==> src/rtl/trailing_zeros_expander_if.sv <==
// Bundle of the count input handshake plus the serial and parallel result outputs
// of the trailing-zeros expander.
interface trailing_zeros_expander_if #(
    parameter int DATA_WIDTH = 32
);
    localparam int DIN_W = $clog2(DATA_WIDTH) + 1;

    logic [DIN_W-1:0]      din;
    logic                  din_valid;
    logic                  din_ready;
    logic                  bit_out;
    logic                  bit_valid;
    logic [DATA_WIDTH-1:0] dout;
    logic                  dout_valid;
    logic                  err;

    modport master (
        output din, din_valid,
        input  din_ready, bit_out, bit_valid, dout, dout_valid, err
    );

    modport slave (
        input  din, din_valid,
        output din_ready, bit_out, bit_valid, dout, dout_valid, err
    );
endinterface

==> src/rtl/trailing_zeros_expander.sv <==
// Expands a trailing-zero count into a serial LSB-first bit stream and the
// one-hot word it describes (all zeros when the count reaches DATA_WIDTH).
module trailing_zeros_expander #(
    parameter int DATA_WIDTH = 32
) (
    input logic                    clk,
    input logic                    reset,
    trailing_zeros_expander_if.slave bus
);
    localparam int DIN_W = $clog2(DATA_WIDTH) + 1;
    localparam int IDX_W = $clog2(DATA_WIDTH);
    localparam logic [DIN_W-1:0] FULL_COUNT = DIN_W'(DATA_WIDTH);
    localparam logic [IDX_W-1:0] LAST_IDX   = IDX_W'(DATA_WIDTH - 1);

    typedef enum logic [1:0] {
        IDLE,
        SHIFT,
        DONE
    } state_t;

    state_t                r_state;
    state_t                w_nextState;
    logic [IDX_W-1:0]      r_idx;
    logic [DIN_W-1:0]      r_count;
    logic                  r_ovf;
    logic [DATA_WIDTH-1:0] r_word;
    logic [DATA_WIDTH-1:0] r_dout;

    logic                  w_accept;
    logic                  w_lastBit;
    logic                  w_bit;
    logic [DATA_WIDTH-1:0] w_wordNext;
    logic                  w_dinReady;
    logic                  w_bitValid;
    logic                  w_bitOut;
    logic                  w_doutValid;
    logic                  w_err;
    logic                  w_overflow;
    logic [DIN_W-1:0]      w_clamped;

    always_ff @(posedge clk) begin
        if (reset) begin
            r_state <= IDLE;
        end else begin
            r_state <= w_nextState;
        end
    end

    always_comb begin
        w_nextState = r_state;
        w_dinReady  = 1'b0;
        w_bitValid  = 1'b0;
        w_bitOut    = 1'b0;
        w_doutValid = 1'b0;
        w_err       = 1'b0;
        case (r_state)
            IDLE: begin
                w_dinReady = 1'b1;
                if (bus.din_valid) begin
                    w_nextState = SHIFT;
                end
            end
            SHIFT: begin
                w_bitValid = 1'b1;
                w_bitOut   = w_bit;
                if (w_lastBit) begin
                    w_nextState = DONE;
                end
            end
            DONE: begin
                w_doutValid = 1'b1;
                w_err       = r_ovf;
                w_nextState = IDLE;
            end
            default: begin
                w_nextState = IDLE;
            end
        endcase
    end

    // A count of DATA_WIDTH never matches an index, so the stream stays all zero.
    assign w_bit      = ({1'b0, r_idx} == r_count);
    assign w_lastBit  = (r_idx == LAST_IDX);
    assign w_accept   = w_dinReady && bus.din_valid;
    assign w_overflow = (bus.din > FULL_COUNT);
    assign w_clamped  = w_overflow ? FULL_COUNT : bus.din;

    always_comb begin
        w_wordNext        = r_word;
        w_wordNext[r_idx] = w_bit;
    end

    always_ff @(posedge clk) begin
        if (reset) begin
            r_idx   <= '0;
            r_count <= '0;
            r_ovf   <= 1'b0;
            r_word  <= '0;
            r_dout  <= '0;
        end else if (w_accept) begin
            r_idx   <= '0;
            r_count <= w_clamped;
            r_ovf   <= w_overflow;
            r_word  <= '0;
        end else if (r_state == SHIFT) begin
            r_word <= w_wordNext;
            if (w_lastBit) begin
                r_idx  <= '0;
                r_dout <= w_wordNext;
            end else begin
                r_idx <= r_idx + IDX_W'(1);
            end
        end
    end

    assign bus.din_ready  = w_dinReady;
    assign bus.bit_out    = w_bitOut;
    assign bus.bit_valid  = w_bitValid;
    assign bus.dout       = r_dout;
    assign bus.dout_valid = w_doutValid;
    assign bus.err        = w_err;
endmodule

==> src/flat_wrapper.sv <==
// flat-port wrapper written by rule: the top's interface ports become plain ports
module trailing_zeros_expander_flat 
#(
    parameter int DATA_WIDTH = 32
)
  (clk, reset, bus_din, bus_din_valid, bus_din_ready, bus_bit_out, bus_bit_valid, bus_dout, bus_dout_valid, bus_err);
  trailing_zeros_expander_if #(.DATA_WIDTH(DATA_WIDTH)) bus_i ();
  input logic clk;
  input logic reset;
  input wire logic [$bits(bus_i.din)-1:0] bus_din;
  input wire logic [$bits(bus_i.din_valid)-1:0] bus_din_valid;
  output wire logic [$bits(bus_i.din_ready)-1:0] bus_din_ready;
  output wire logic [$bits(bus_i.bit_out)-1:0] bus_bit_out;
  output wire logic [$bits(bus_i.bit_valid)-1:0] bus_bit_valid;
  output wire logic [$bits(bus_i.dout)-1:0] bus_dout;
  output wire logic [$bits(bus_i.dout_valid)-1:0] bus_dout_valid;
  output wire logic [$bits(bus_i.err)-1:0] bus_err;
  assign bus_i.din = bus_din;
  assign bus_i.din_valid = bus_din_valid;
  assign bus_din_ready = bus_i.din_ready;
  assign bus_bit_out = bus_i.bit_out;
  assign bus_bit_valid = bus_i.bit_valid;
  assign bus_dout = bus_i.dout;
  assign bus_dout_valid = bus_i.dout_valid;
  assign bus_err = bus_i.err;
  trailing_zeros_expander #(.DATA_WIDTH(DATA_WIDTH)) u_core (.clk(clk), .reset(reset), .bus(bus_i));
endmodule
==> config.mk <==
export PLATFORM = sky130hd
export DESIGN_NAME = trailing_zeros_expander_flat
export DESIGN_NICKNAME = d
export VERILOG_FILES = /design/src/rtl/trailing_zeros_expander_if.sv /design/src/rtl/trailing_zeros_expander.sv /design/src/flat_wrapper.sv
export SDC_FILE = /design/constraint.sdc
export NUM_CORES = 1
export LEC_CHECK = 0
export BUFFER_PORTS_ARGS = -buffer_cell sky130_fd_sc_hd__buf_2
export CAP_MARGIN = 10
export CORE_ASPECT_RATIO = 0.9
export CORE_MARGIN = 8
export CORE_UTILIZATION = 59
export CTS_CLUSTER_SIZE = 30
export DETAILED_ROUTE_END_ITERATION = 8
export GPL_TIMING_DRIVEN = 1
export PLACE_DENSITY = 0.89
export SETUP_SLACK_MARGIN = 0.05
export SKIP_CTS_REPAIR_TIMING = 1
export SLEW_MARGIN = 10
export SYNTH_ARGS = -nofsm -noshare
export SYNTH_HDL_FRONTEND = slang
export SYNTH_SLANG_ARGS = --single-unit
==> constraint.sdc <==
create_clock -name clk -period 5.7 [get_ports clk]
set_input_delay 1.14 -clock clk [delete_from_list [all_inputs] [get_ports clk]]
set_output_delay 1.14 -clock clk [all_outputs]
set_load 0.02 [all_outputs]
# Word-level counts from Yosys, hierarchy flattened
# Index checks and enable logic that the tools add are counted.
[totals]
regBits = 78
out_inout_bits = 37
[classes]
addsub = 1
n_lt_le_gt_ge = 3
n_eq_ne = 6
mux = 13
bitwise = 1
reduce_logical = 6
[op_table]
columns = ["cell", "n"]
rows = [
  ["$bwmux 32", 1],
  ["$eq 5x6->1", 1],
  ["$gt 6x6->1 const B", 1],
  ["$lt 5x6->1 const B", 1],
  ["$mux 1", 6],
  ["$mux 6", 1],
  ["$add 5x1->5 const B", 1],
  ["$demux 1 s5", 1],
  ["$eq 5x5->1 const B", 1],
  ["$ge 5x1->1 const B", 1],
  ["$mux 5", 1],
  ["$mux 2", 2],
  ["$pmux 2 s2", 1],
  ["$reduce_and 3->1", 1],
  ["$eq 2x1->1 const B", 1],
  ["$eq 2x2->1 const B", 1],
  ["$logic_and 1x1->1", 2],
  ["$logic_not 2->1", 1],
  ["$ne 2x1->1 const B", 1],
  ["$ne 2x2->1 const B", 1],
  ["$reduce_and 2->1", 1],
  ["$reduce_or 2->1", 1],
  ["$not 1->1", 1],
]

# Logic depth before layout (Yosys ltp)
[depth]
depth_word = 5
mapped_depth = 10
depth_no_buf = 6

# Worst setup path before layout
# OpenSTA, ideal clock, no wires.
[synth_timing]
path_type = "register to output"
startpoint = "reg u_core.r_idx[1]"
endpoint = "out bus_bit_out"
arrival_ns = 1.432
slack_ns = 3.128
path_stages_with_launch = 6
n_path_buf = 2
cell_sequence = "dfxtp_1 -> xor2_1 -> nor4_2 -> buf_4 -> buf_2 -> and3_1"
[synth_via]
elab_chain_len = 2
[synth_lines]
columns = ["item", "line_no", "source"]
rows = [
  ["from (decl)", "trailing_zeros_expander.sv:23", "logic [IDX_W-1:0] r_idx;"],
  ["from (signal assigned)", "trailing_zeros_expander.sv:111", "r_idx <= r_idx + IDX_W'(1);"],
  ["$eq 5x6->1", "trailing_zeros_expander.sv:82", "assign w_bit = ({1'b0, r_idx} == r_count);"],
  ["$mux 1", "trailing_zeros_expander.sv:56", "case (r_state)"],
  ["to (decl)", "flat_wrapper.sv:13", "output wire logic [$bits(bus_i.bit_out)-1:0] bus_bit_out;"],
]
# No other way between the ends.

# Worst setup path in the final report
[layout_timing]
startpoint = "reg u_core.r_idx[2]"
endpoint = "out bus_bit_out"
# The elaborated chain is that of the path after synthesis.

==> metrics.txt <==
antenna cells 0; syn nets 518; WP data required 4560 ps; Worst Clk Skew 4.39 ps; Max Fclk 271 MHz; Worst setup EP type output port; startpoint types register; Combinational Power Share 8.8%; layout cells sized above 1 12.7%; final slew viol count 0; Synth-to-Final Area Change 7.73%; Leak 1.37 nW; highest fanout seen on the critical path 65; clock-pin slew on the worst setup and hold paths 70 ps; unrepaired setup endpoints after global routing false; drt total wl ~9500 um; CTS tree done; Worst path slowest cell dfxtp_1; GRT Total Usage 21.2%; P_int 0.000748 W; asr flop ratio synth 0%; initial antenna violation count 0; Longest Clk Path Bufs 2; Buf/Inv on CP 2; worst-path cell chain xor2_1 > nor2_4 > buf_4 > and3_1 > buf_2; Seq pwr share between 50% and 60%; Die W 101 um; die area 9370 um2; final std cell area, no fill 4150 um2; CTS H-tree lvls 3; outcome finished clean; die extent in y roughly 90 um; total gr overflow 0; NetSw 0.000260 W; max_slew headroom 31.9%; Top delay family on crit path flip-flops; number of port buffers 45; minimum clock period after layout 3690 ps; CTS sink cnt just under 80; PD cells 243 nW/um2; main flop type after synthesis dfxtp_1; num rows 28; DRC 0; clk_lat worst skew between 300 and 400 ps; Max Cap Viol 0; pin count of the biggest net entering global routing 66; Worst Tran Pin Value 1020 ps; Max stage delay on crit path approximately 940 ps; Yosys warning total 0; initial core utilization 59.8%; Post-Synthesis Cells 503; Fin Setup TNS 0 ps; Final #Nets 529; register area share after synthesis 40.5%; final setup fails 0; area of placed instances 3980 um2; vias after detailed routing 3722; Post-Syn Area 3850 um2; CTS Root Cell clkbuf_8; vias per cell 6.12; Sw Share 25.8%; dpl hpwl around 6200 um; CP Data Arrival Time 2550 ps; Pwr Total 0.00101 W; number of global-route vias before repair approximately 3400; io pins 46; Max VDD drop 0.108 mV; Post-synth EDFFs 0; number of buffers created by CTS 9; post-route ant nets 0; Core Region around 6400 um2; Hold Crit Class register to register; Clock power frac around 36%; register bit total from synthesis 78; routability congestion estimate about 0.88; Tcrit/Tclk final 64.7%; final hold vios 0; critical path class register to output port; first-pass GRT wire length 16000 um; Syn Area/Cell ~7.7 um2; Synth cell types 34; first drt pass iteration count 6; starting DRC count in detailed routing 348; Avg WL per Cell 15.6 um
[per-layer routing]
metal  GRT usage (%)  vias up  share of wire (%)
li1                -     1819                  -
met3            5.92       32                8.4
met2            32.5      181                 46
met5               0        -                  0
met4            10.9        0                2.9
met1            26.4     1690                 42
[final cells by class]
class / count / area (um2)
fillers: 589 / 2300
multi-input cells: 374 / 2050
flip-flops and latches: 78 / 1560
repair buffers: 48 / 248
clock buffers: 14 / 163
well taps: 90 / 113
inverters: 3 / 13.8
clock inverters: 1 / 5.00
[cell families after synthesis]
kind of cell | Yosys count | synth area share (%)
AOI/OAI and AO/OA | 143 | 22.2
xor gates and xnor gates | 5 | 1.14
adders and majority gates | 6 | 1.95
buffers and inverters | 51 | 6.79
DFF | 78 | 40.5
and+or+nand+nor | 220 | 27.4
[registers in the layout, summed over array words and instances, names as in the netlist]
register	count
u_core.r_word	32
u_core.r_count	6
u_core.r_ovf	1
u_core.r_idx	5
u_core.bus.dout	32
u_core.r_state	2
[cell usage in the layout (no fill, tap or decap), types with 11 or more instances in the layout]
master    synthesis  layout
nor2_1           93      92
dfxtp_1          78      78
o21ai_0          58      58
nand3_1          57      57
a21oi_1          45      45
buf_2            20      45
a311oi_1         32      32
nand2_1          16      16
nand3b_1         12      12
nand2b_1         11      11
clkbuf_8          0      11
[power by group through the flow]
stage               combinational [W]  clock (W)  sequential (W)
finish                      0.0000885   0.000366        0.000553
global route                0.0000944   0.000402        0.000553
CTS                         0.0000864   0.000372        0.000553
detailed placement          0.0000865          0        0.000565
global placement            0.0000836          0        0.000565
floorplan                   0.0000741          0        0.000564
[synthesized netlist by cell type, drive strengths merged (2+ instances only)]
cell / number / area share (%)
buf: 28 / 4.4
nor2: 93 / 9.1
nand3b: 12 / 2.3
or3: 2 / 0.32
nor2b: 2 / 0.32
clkbuf: 20 / 2.0
and2: 6 / 0.97
o31ai: 6 / 1.2
inv: 3 / 0.36
nand2b: 11 / 1.8
a21oi: 45 / 5.8
ha: 6 / 1.9
xor2: 5 / 1.1
a311oi: 32 / 7.3
nand2: 16 / 1.6
nand3: 57 / 7.4
and3: 2 / 0.32
nor3: 4 / 0.52
dfxtp: 78 / 41
nand4: 9 / 1.5
o21ai: 58 / 7.5
[worst register-to-register path: cells and delay by family, from the launching register on]
family	cells	cell delay, ps
AO/OA/AOI/OAI	1	310
flip-flops	1	940
AND/OR/NAND/NOR	3	1290
adder cells (fa/ha/maj)	1	190
[per-stage QoR]
step	instances	hold slack (ps)	setup slack [ps]	util, %
3_3_place_gp	593	443	2500	61.8
2_1_floorplan	503	432	3130	-
6_report	608	468	2010	64.4
4_1_cts	608	469	2040	64.4
5_1_grt	608	482	1850	64.4
3_5_place_dp	593	460	2430	61.8
[final timing paths]
path	end	from	slack (ps)	depth (start not counted)
setup reg to reg	u_core.bus.dout[24]	u_core.r_idx[2]	2870	5
hold / removal	u_core.r_count[3]	u_core.r_count[3]	470	2
setup / recovery	bus_bit_out	u_core.r_idx[2]	2010	5
hold reg to reg	u_core.r_count[3]	u_core.r_count[3]	470	2
Note: power is estimated with default switching activity, not from simulation.
